`config.mk`:
```
export PLATFORM = sky130hd
export DESIGN_NAME = regfile_wb_scheduler
export DESIGN_NICKNAME = d
export VERILOG_FILES = /design/src/rtl/regfile_wb_scheduler.sv
export SDC_FILE = /design/constraint.sdc
export NUM_CORES = 1
export LEC_CHECK = 0
export BUFFER_PORTS_ARGS = -buffer_cell sky130_fd_sc_hd__buf_2
export CAP_MARGIN = 40
export CORE_ASPECT_RATIO = 1.25
export CORE_MARGIN = 1
export CORE_UTILIZATION = 52
export CTS_BUF_LIST = sky130_fd_sc_hd__clkbuf_8
export CTS_CLUSTER_DIAMETER = 120
export DETAILED_ROUTE_END_ITERATION = 12
export GPL_TIMING_DRIVEN = 0
export PLACE_DENSITY = 0.95
export SLEW_MARGIN = 15
export SYNTH_ARGS = -nofsm -noshare
export SYNTH_HDL_FRONTEND = slang
export SYNTH_SLANG_ARGS = --single-unit
```
`constraint.sdc`:
```
create_clock -name clk_i -period 2.9 [get_ports clk_i]
set_clock_uncertainty 0.2 [all_clocks]
set_input_delay 0.435 -clock clk_i [delete_from_list [all_inputs] [get_ports clk_i]]
set_output_delay 0.435 -clock clk_i [all_outputs]
set_load 0.01 [all_outputs]
```
`src/rtl/regfile_wb_scheduler.sv`:
```
// ----------------------------------------------------------------------------
// regfile_wb_scheduler
//
// Schedules the two write ports of the 16x16 register file. Pipeline
// write-backs pass straight through on port 1 and are never stalled. Results
// from the multiply/divide unit (MDU) can carry two values: lo/quotient goes to
// md_reg_i and hi/remainder goes to R15. They are held in a one-entry buffer
// and drained into whichever write-port slots the pipeline leaves free.
//
// Ports
//   clk_i            rising-edge clock, shared with the register file
//   rst_ni           asynchronous active-low reset
//   wb_valid_i       pipeline write-back this cycle
//   wb_reg_i         pipeline destination register
//   wb_data_i        pipeline result
//   md_valid_i       MDU result offered (held stable until accepted)
//   md_ready_o       buffer empty, so an MDU result can be accepted
//   md_reg_i         destination register for md_lo_i
//   md_lo_i          low product / quotient
//   md_hi_i          high product / remainder, always written to R15
//   md_pair_i        1: write lo and hi, 0: write lo only
//   rf_reg_write_o   RegWrite
//   rf_write_op2_o   WriteOP2
//   rf_write_reg1_o  WriteReg1
//   rf_write_reg2_o  WriteReg2
//   rf_write_data1_o WriteData1
//   rf_write_data2_o WriteData2
//   pending_mask_o   bit i set: a buffered MDU write to register i is still
//                    uncommitted
// ----------------------------------------------------------------------------
module regfile_wb_scheduler (
    input  logic        clk_i,
    input  logic        rst_ni,
    input  logic        wb_valid_i,
    input  logic [3:0]  wb_reg_i,
    input  logic [15:0] wb_data_i,
    input  logic        md_valid_i,
    output logic        md_ready_o,
    input  logic [3:0]  md_reg_i,
    input  logic [15:0] md_lo_i,
    input  logic [15:0] md_hi_i,
    input  logic        md_pair_i,
    output logic        rf_reg_write_o,
    output logic        rf_write_op2_o,
    output logic [3:0]  rf_write_reg1_o,
    output logic [3:0]  rf_write_reg2_o,
    output logic [15:0] rf_write_data1_o,
    output logic [15:0] rf_write_data2_o,
    output logic [15:0] pending_mask_o
);

    localparam logic [3:0] HI_REG = 4'd15;

    typedef enum logic {
        EMPTY = 1'b0,
        FULL  = 1'b1
    } state_t;

    state_t      state_q, state_d;
    logic        lo_pend_q, lo_pend_d;
    logic        hi_pend_q, hi_pend_d;
    logic [3:0]  b_reg_q, b_reg_d;
    logic [15:0] b_lo_q, b_lo_d;
    logic [15:0] b_hi_q, b_hi_d;
    logic [15:0] pending_mask_q, pending_mask_d;

    logic        we_c, op2_c;
    logic [3:0]  reg1_c, reg2_c;
    logic [15:0] data1_c, data2_c;
    logic        capture;
    logic        lo_live, hi_live;

    // Control state: cleared by reset, which also drops any buffered write.
    always_ff @(posedge clk_i or negedge rst_ni) begin
        if (!rst_ni) begin
            state_q        <= EMPTY;
            lo_pend_q      <= 1'b0;
            hi_pend_q      <= 1'b0;
            pending_mask_q <= '0;
        end else begin
            state_q        <= state_d;
            lo_pend_q      <= lo_pend_d;
            hi_pend_q      <= hi_pend_d;
            pending_mask_q <= pending_mask_d;
        end
    end

    // Buffer payload is only meaningful while a pend flag is set.
    always_ff @(posedge clk_i) begin
        b_reg_q <= b_reg_d;
        b_lo_q  <= b_lo_d;
        b_hi_q  <= b_hi_d;
    end

    assign capture = rst_ni && (state_q == EMPTY) && md_valid_i;
    // A pending write whose target the pipeline writes this cycle is stale.
    assign lo_live = lo_pend_q && (b_reg_q != wb_reg_i);
    assign hi_live = hi_pend_q && (wb_reg_i != HI_REG);

    always_comb begin
        lo_pend_d = lo_pend_q;
        hi_pend_d = hi_pend_q;
        b_reg_d   = b_reg_q;
        b_lo_d    = b_lo_q;
        b_hi_d    = b_hi_q;
        we_c      = wb_valid_i;
        op2_c     = 1'b0;
        reg1_c    = wb_reg_i;
        data1_c   = wb_data_i;
        reg2_c    = '0;
        data2_c   = '0;

        if (state_q == FULL) begin
            if (!wb_valid_i) begin
                // Both ports are free: everything pending retires now.
                we_c      = lo_pend_q || hi_pend_q;
                lo_pend_d = 1'b0;
                hi_pend_d = 1'b0;
                if (lo_pend_q) begin
                    reg1_c  = b_reg_q;
                    data1_c = b_lo_q;
                    if (hi_pend_q) begin
                        op2_c   = 1'b1;
                        reg2_c  = HI_REG;
                        data2_c = b_hi_q;
                    end
                end else begin
                    reg1_c  = HI_REG;
                    data1_c = b_hi_q;
                end
            end else begin
                // Port 1 belongs to the pipeline; one survivor uses port 2,
                // lo before hi. Superseded writes are simply dropped.
                lo_pend_d = 1'b0;
                hi_pend_d = 1'b0;
                if (lo_live) begin
                    op2_c     = 1'b1;
                    reg2_c    = b_reg_q;
                    data2_c   = b_lo_q;
                    hi_pend_d = hi_live;
                end else if (hi_live) begin
                    op2_c   = 1'b1;
                    reg2_c  = HI_REG;
                    data2_c = b_hi_q;
                end
            end
        end else if (capture) begin
            b_reg_d   = md_reg_i;
            b_lo_d    = md_lo_i;
            b_hi_d    = md_hi_i;
            hi_pend_d = md_pair_i;
            // hi also targets R15, and the later write wins.
            lo_pend_d = !(md_pair_i && (md_reg_i == HI_REG));
        end

        state_d = (lo_pend_d || hi_pend_d) ? FULL : EMPTY;

        pending_mask_d = '0;
        if (lo_pend_d) pending_mask_d[b_reg_d] = 1'b1;
        if (hi_pend_d) pending_mask_d[HI_REG]  = 1'b1;
    end

    // Register-file controls are silenced while reset is held.
    always_comb begin
        rf_reg_write_o   = we_c && rst_ni;
        rf_write_op2_o   = op2_c && rst_ni;
        rf_write_reg1_o  = rst_ni ? reg1_c  : '0;
        rf_write_reg2_o  = rst_ni ? reg2_c  : '0;
        rf_write_data1_o = rst_ni ? data1_c : '0;
        rf_write_data2_o = rst_ni ? data2_c : '0;
        md_ready_o       = rst_ni && (state_q == EMPTY);
    end

    assign pending_mask_o = pending_mask_q;

endmodule
```
==> impl_metrics.env <==
export IMPL_outcome="completed"
export IMPL_synth_compound_area_share_pct=10.60
export IMPL_cts_root_buf="clkbuf_8"
export IMPL_required_ns=2.27
export IMPL_yosysTopAreaCell="edfxtp_1"
export IMPL_dieArea_um2=5424
export IMPL_cpPeakStageDelay_ns=0.42
export IMPL_wirelength_um=6978
export IMPL_ff_latch_area_um2=1516
export IMPL_n_fill_cell=332
export IMPL_grt_pass1_vias=2269
export IMPL_endpoint_kind="output port"
export IMPL_viasPerCell=5.462
export IMPL_ys_types=34
export IMPL_hp_class="in -> reg"
export IMPL_ctsHtreeMaxLevel=2
export IMPL_io_pins=120
export IMPL_p_sw_mw=0.9014
export IMPL_core_um2=4835
export IMPL_synth_area_leaders="edfxtp_1 36%, dfrtp_1 18%, mux2i_1 14%"
export IMPL_slowest_stage="o41ai_2"
export IMPL_synth_edf_count=32
export IMPL_drcViolationCount=0
export IMPL_synth_mux_area_share_pct=13.92
export IMPL_start_util_pct=55.20
export IMPL_max_clock_freq_ghz=0.3730
export IMPL_synth_flop_cell="edfxtp_1"
export IMPL_antenna_found_initial=0
export IMPL_worstPathMaxFanout=10
export IMPL_antenna_cells=0
export IMPL_r2r_end="b_lo_q[5]"
export IMPL_cts_resized=0
export IMPL_synth_fa_ha_area_share_pct=0
export IMPL_start_kind="register"
export IMPL_slew_headroom_pct=55.01
export IMPL_multiInputGateArea_um2=1020
export IMPL_yosys_area_top_type_share_pct=36.01
export IMPL_num_vias=2316
export IMPL_p_int_mw=1.691
export IMPL_vdd_ir_drop_max_mv=0.5842
export IMPL_arrival_ns=2.05
export IMPL_ys_ff_latch=55
export IMPL_port_buffers=119
export IMPL_synthCells=234
export IMPL_seq_power_share_pct=39.8
export IMPL_async_flop_share_pct=34.55
export IMPL_crit_type="reg -> out"
export IMPL_finalNetCount=424
export IMPL_whs_ns=0.09100
export IMPL_place_hpwl_um=5227
export IMPL_crit_chain="xor2_1 -> o41ai_2 -> a311o_1 -> buf_6 -> nor2_1 -> buf_2"
export IMPL_synth_xor_area_share_pct=1.313
export IMPL_worst_slack_ns=0.2189
export IMPL_clk_path_buf_depth=2
export IMPL_clk_pin_slew_ns=0.09
export IMPL_clk_latency_ns=0.31
export IMPL_synthSimpleGateAreaFrac_pct=12.38
export IMPL_post_cts_setup_buffer_count=0
export IMPL_grt_max_degree=20
export IMPL_rsz0062_at_grt="false"
export IMPL_drv_cap=0
export IMPL_overflow=0
export IMPL_syn_area_um2=2669
export IMPL_setup_viol=0
export IMPL_ys_seq_area_share_pct=56.82
export IMPL_place_area_um2=3367
export IMPL_num_rows=28
export IMPL_layout_drive_gt1_share_pct=39.01
export IMPL_cts_tree="yes"
export IMPL_die_w_um=66.08
export IMPL_drt_iter0_markers=87
export IMPL_grtUsageTotal_pct=27.67
export IMPL_dp_cells=414
export IMPL_wl_per_cell_um=16.46
export IMPL_holdPathStages=1
export IMPL_grt_pass1_wl_um=10680
export IMPL_drtAntennaViolNets=0
export IMPL_syn_to_final_growth_pct=32.07
export IMPL_finalPower_mw=2.593
export IMPL_worst_pin_slew_ns=0.6740
export IMPL_r2r_start="state_q"
export IMPL_clkPwrFrac_pct=22.4
export IMPL_clock_sinks=55
export IMPL_post_route_period_util_pct=92.45
export IMPL_combPwrFrac_pct=37.8
export IMPL_p_per_area_nw_per_um2=735.6
export IMPL_synth_avg_cell_area_um2=11.41
export IMPL_dp_slack_ns=0.2192
export IMPL_numCtsBuffers=5
export IMPL_detailedRoute_firstPassIterationCount=5
export IMPL_final_area_um2=3525
export IMPL_drv_slew=0
export IMPL_reg2reg_depth=3
export IMPL_hp_start="md_lo_i[8]"
export IMPL_reg2reg_slack_ns=0.83
export IMPL_p_leak_nw=1.687
export IMPL_gp_routability_congestion=0.8335
export IMPL_hold_violations=0
export IMPL_switching_share_pct=34.77
export IMPL_finalCriticalPeriod_ns=2.681
export IMPL_synth_top_family_by_area="multiplexers"
export IMPL_synthesis_nets=295
export IMPL_fin_tns_setup_ns=0
export IMPL_min_to="b_lo_q[8]"
export IMPL_synth_warnings=0
export IMPL_die_h_um=82.10
export IMPL_fin_cells=424
export IMPL_utilization_pct=72.90
routing by layer:
metal	global-route usage [%]	wire length [um]
met1	29.77	2514
met2	49.90	3722
met3	8.516	634
met4	11.70	107
met5	0	0
how the worst max path moves through the flow:
stage | cells past startpoint | startpoint | endpoint | slack [ns]
global placement | 4 | rst_ni | b_hi_q[7] | 0.07
CTS | 6 | b_reg_q[1] | rf_write_data2_o[0] | 0.23
global route | 5 | state_q | rf_write_reg1_o[0] | 0.07
finish | 6 | b_reg_q[1] | rf_write_data2_o[0] | 0.22
detailed placement | 5 | rst_ni | b_hi_q[7] | 0.22
floorplan | 5 | wb_reg_i[1] | rf_write_data2_o[0] | 0.78
layout make-up:
type	count	area share [%]
Multi-Input combinational cell	153	28.93
Clock buffer	5	1.952
Timing Repair Buffer	122	18.39
Clock inverter	3	1.810
Sequential cell	55	43.02
Buffer	15	2.591
Tap cell	60	2.130
Inverter	11	1.171
synth_stat cells, types with 2 or more instances:
cell,count
a211oi_1,16
a21oi_1,5
a21oi_2,3
a311oi_1,4
buf_2,4
buf_6,4
clkbuf_1,7
dfrtp_1,19
dfxtp_1,4
edfxtp_1,32
inv_1,11
mux2i_1,36
nand2_1,8
nand3b_1,5
nand4_1,2
nor2_1,53
xor2_1,4
layout by cell type, fill, tap and decap left out, types with 2 or more instances in the layout:
master / synthesis / final
mux2i_1: 36 / 36
nand2_1: 8 / 8
buf_6: 4 / 4
clkbuf_1: 7 / 7
a21oi_1: 5 / 5
a21oi_2: 3 / 3
nand4_1: 2 / 2
nor2_1: 53 / 53
buf_2: 4 / 123
edfxtp_1: 32 / 32
dfxtp_1: 4 / 4
xor2_1: 4 / 4
bufinv_16: 0 / 2
a311oi_1: 4 / 4
nand3b_1: 5 / 5
a211oi_1: 16 / 16
inv_1: 11 / 12
clkbuf_8: 0 / 5
dfrtp_1: 19 / 19
critical path: cells and delay by family, from the launching register on:
kind            cells  cell delay [ns]
xor+xnor            1             0.20
simple gates        1             0.07
buf+inv             2             0.33
compound gates      2             0.77
flops               1             0.37
power groups by stage:
stage | Sequential, mW | Clock (mW) | Combinational, mW
2_1_floorplan | 1.04 | 0 | 0.650
3_3_place_gp | 1.04 | 0 | 0.924
3_5_place_dp | 1.05 | 0 | 0.964
4_1_cts | 1.03 | 0.592 | 0.976
5_1_grt | 1.05 | 0.616 | 1.07
6_report | 1.03 | 0.580 | 0.979
flip-flops by register name, summed over array words and instances, names as in the netlist:
register / count
b_hi_q: 16
b_lo_q: 16
b_reg_q: 4
hi_pend_q: 1
lo_pend_q: 1
pending_mask_o: 16
state_q: 1
what timing repair did:
action	4_1_cts	5_1_grt
hold buffers	1	0
hold endpoints to repair	19	0
endpoints found under the setup margin	0	0
cell families (layout without fill, tap and decap cells):
logic type,Yosys count,after routing
AO/OA/AOI/OAI,36,36
XOR/XNOR,4,4
buffers and inverters,26,156
flip-flops,55,55
multiplexers,37,37
AND/OR/NAND/NOR,76,76
Note: power is estimated with default switching activity, not from simulation.
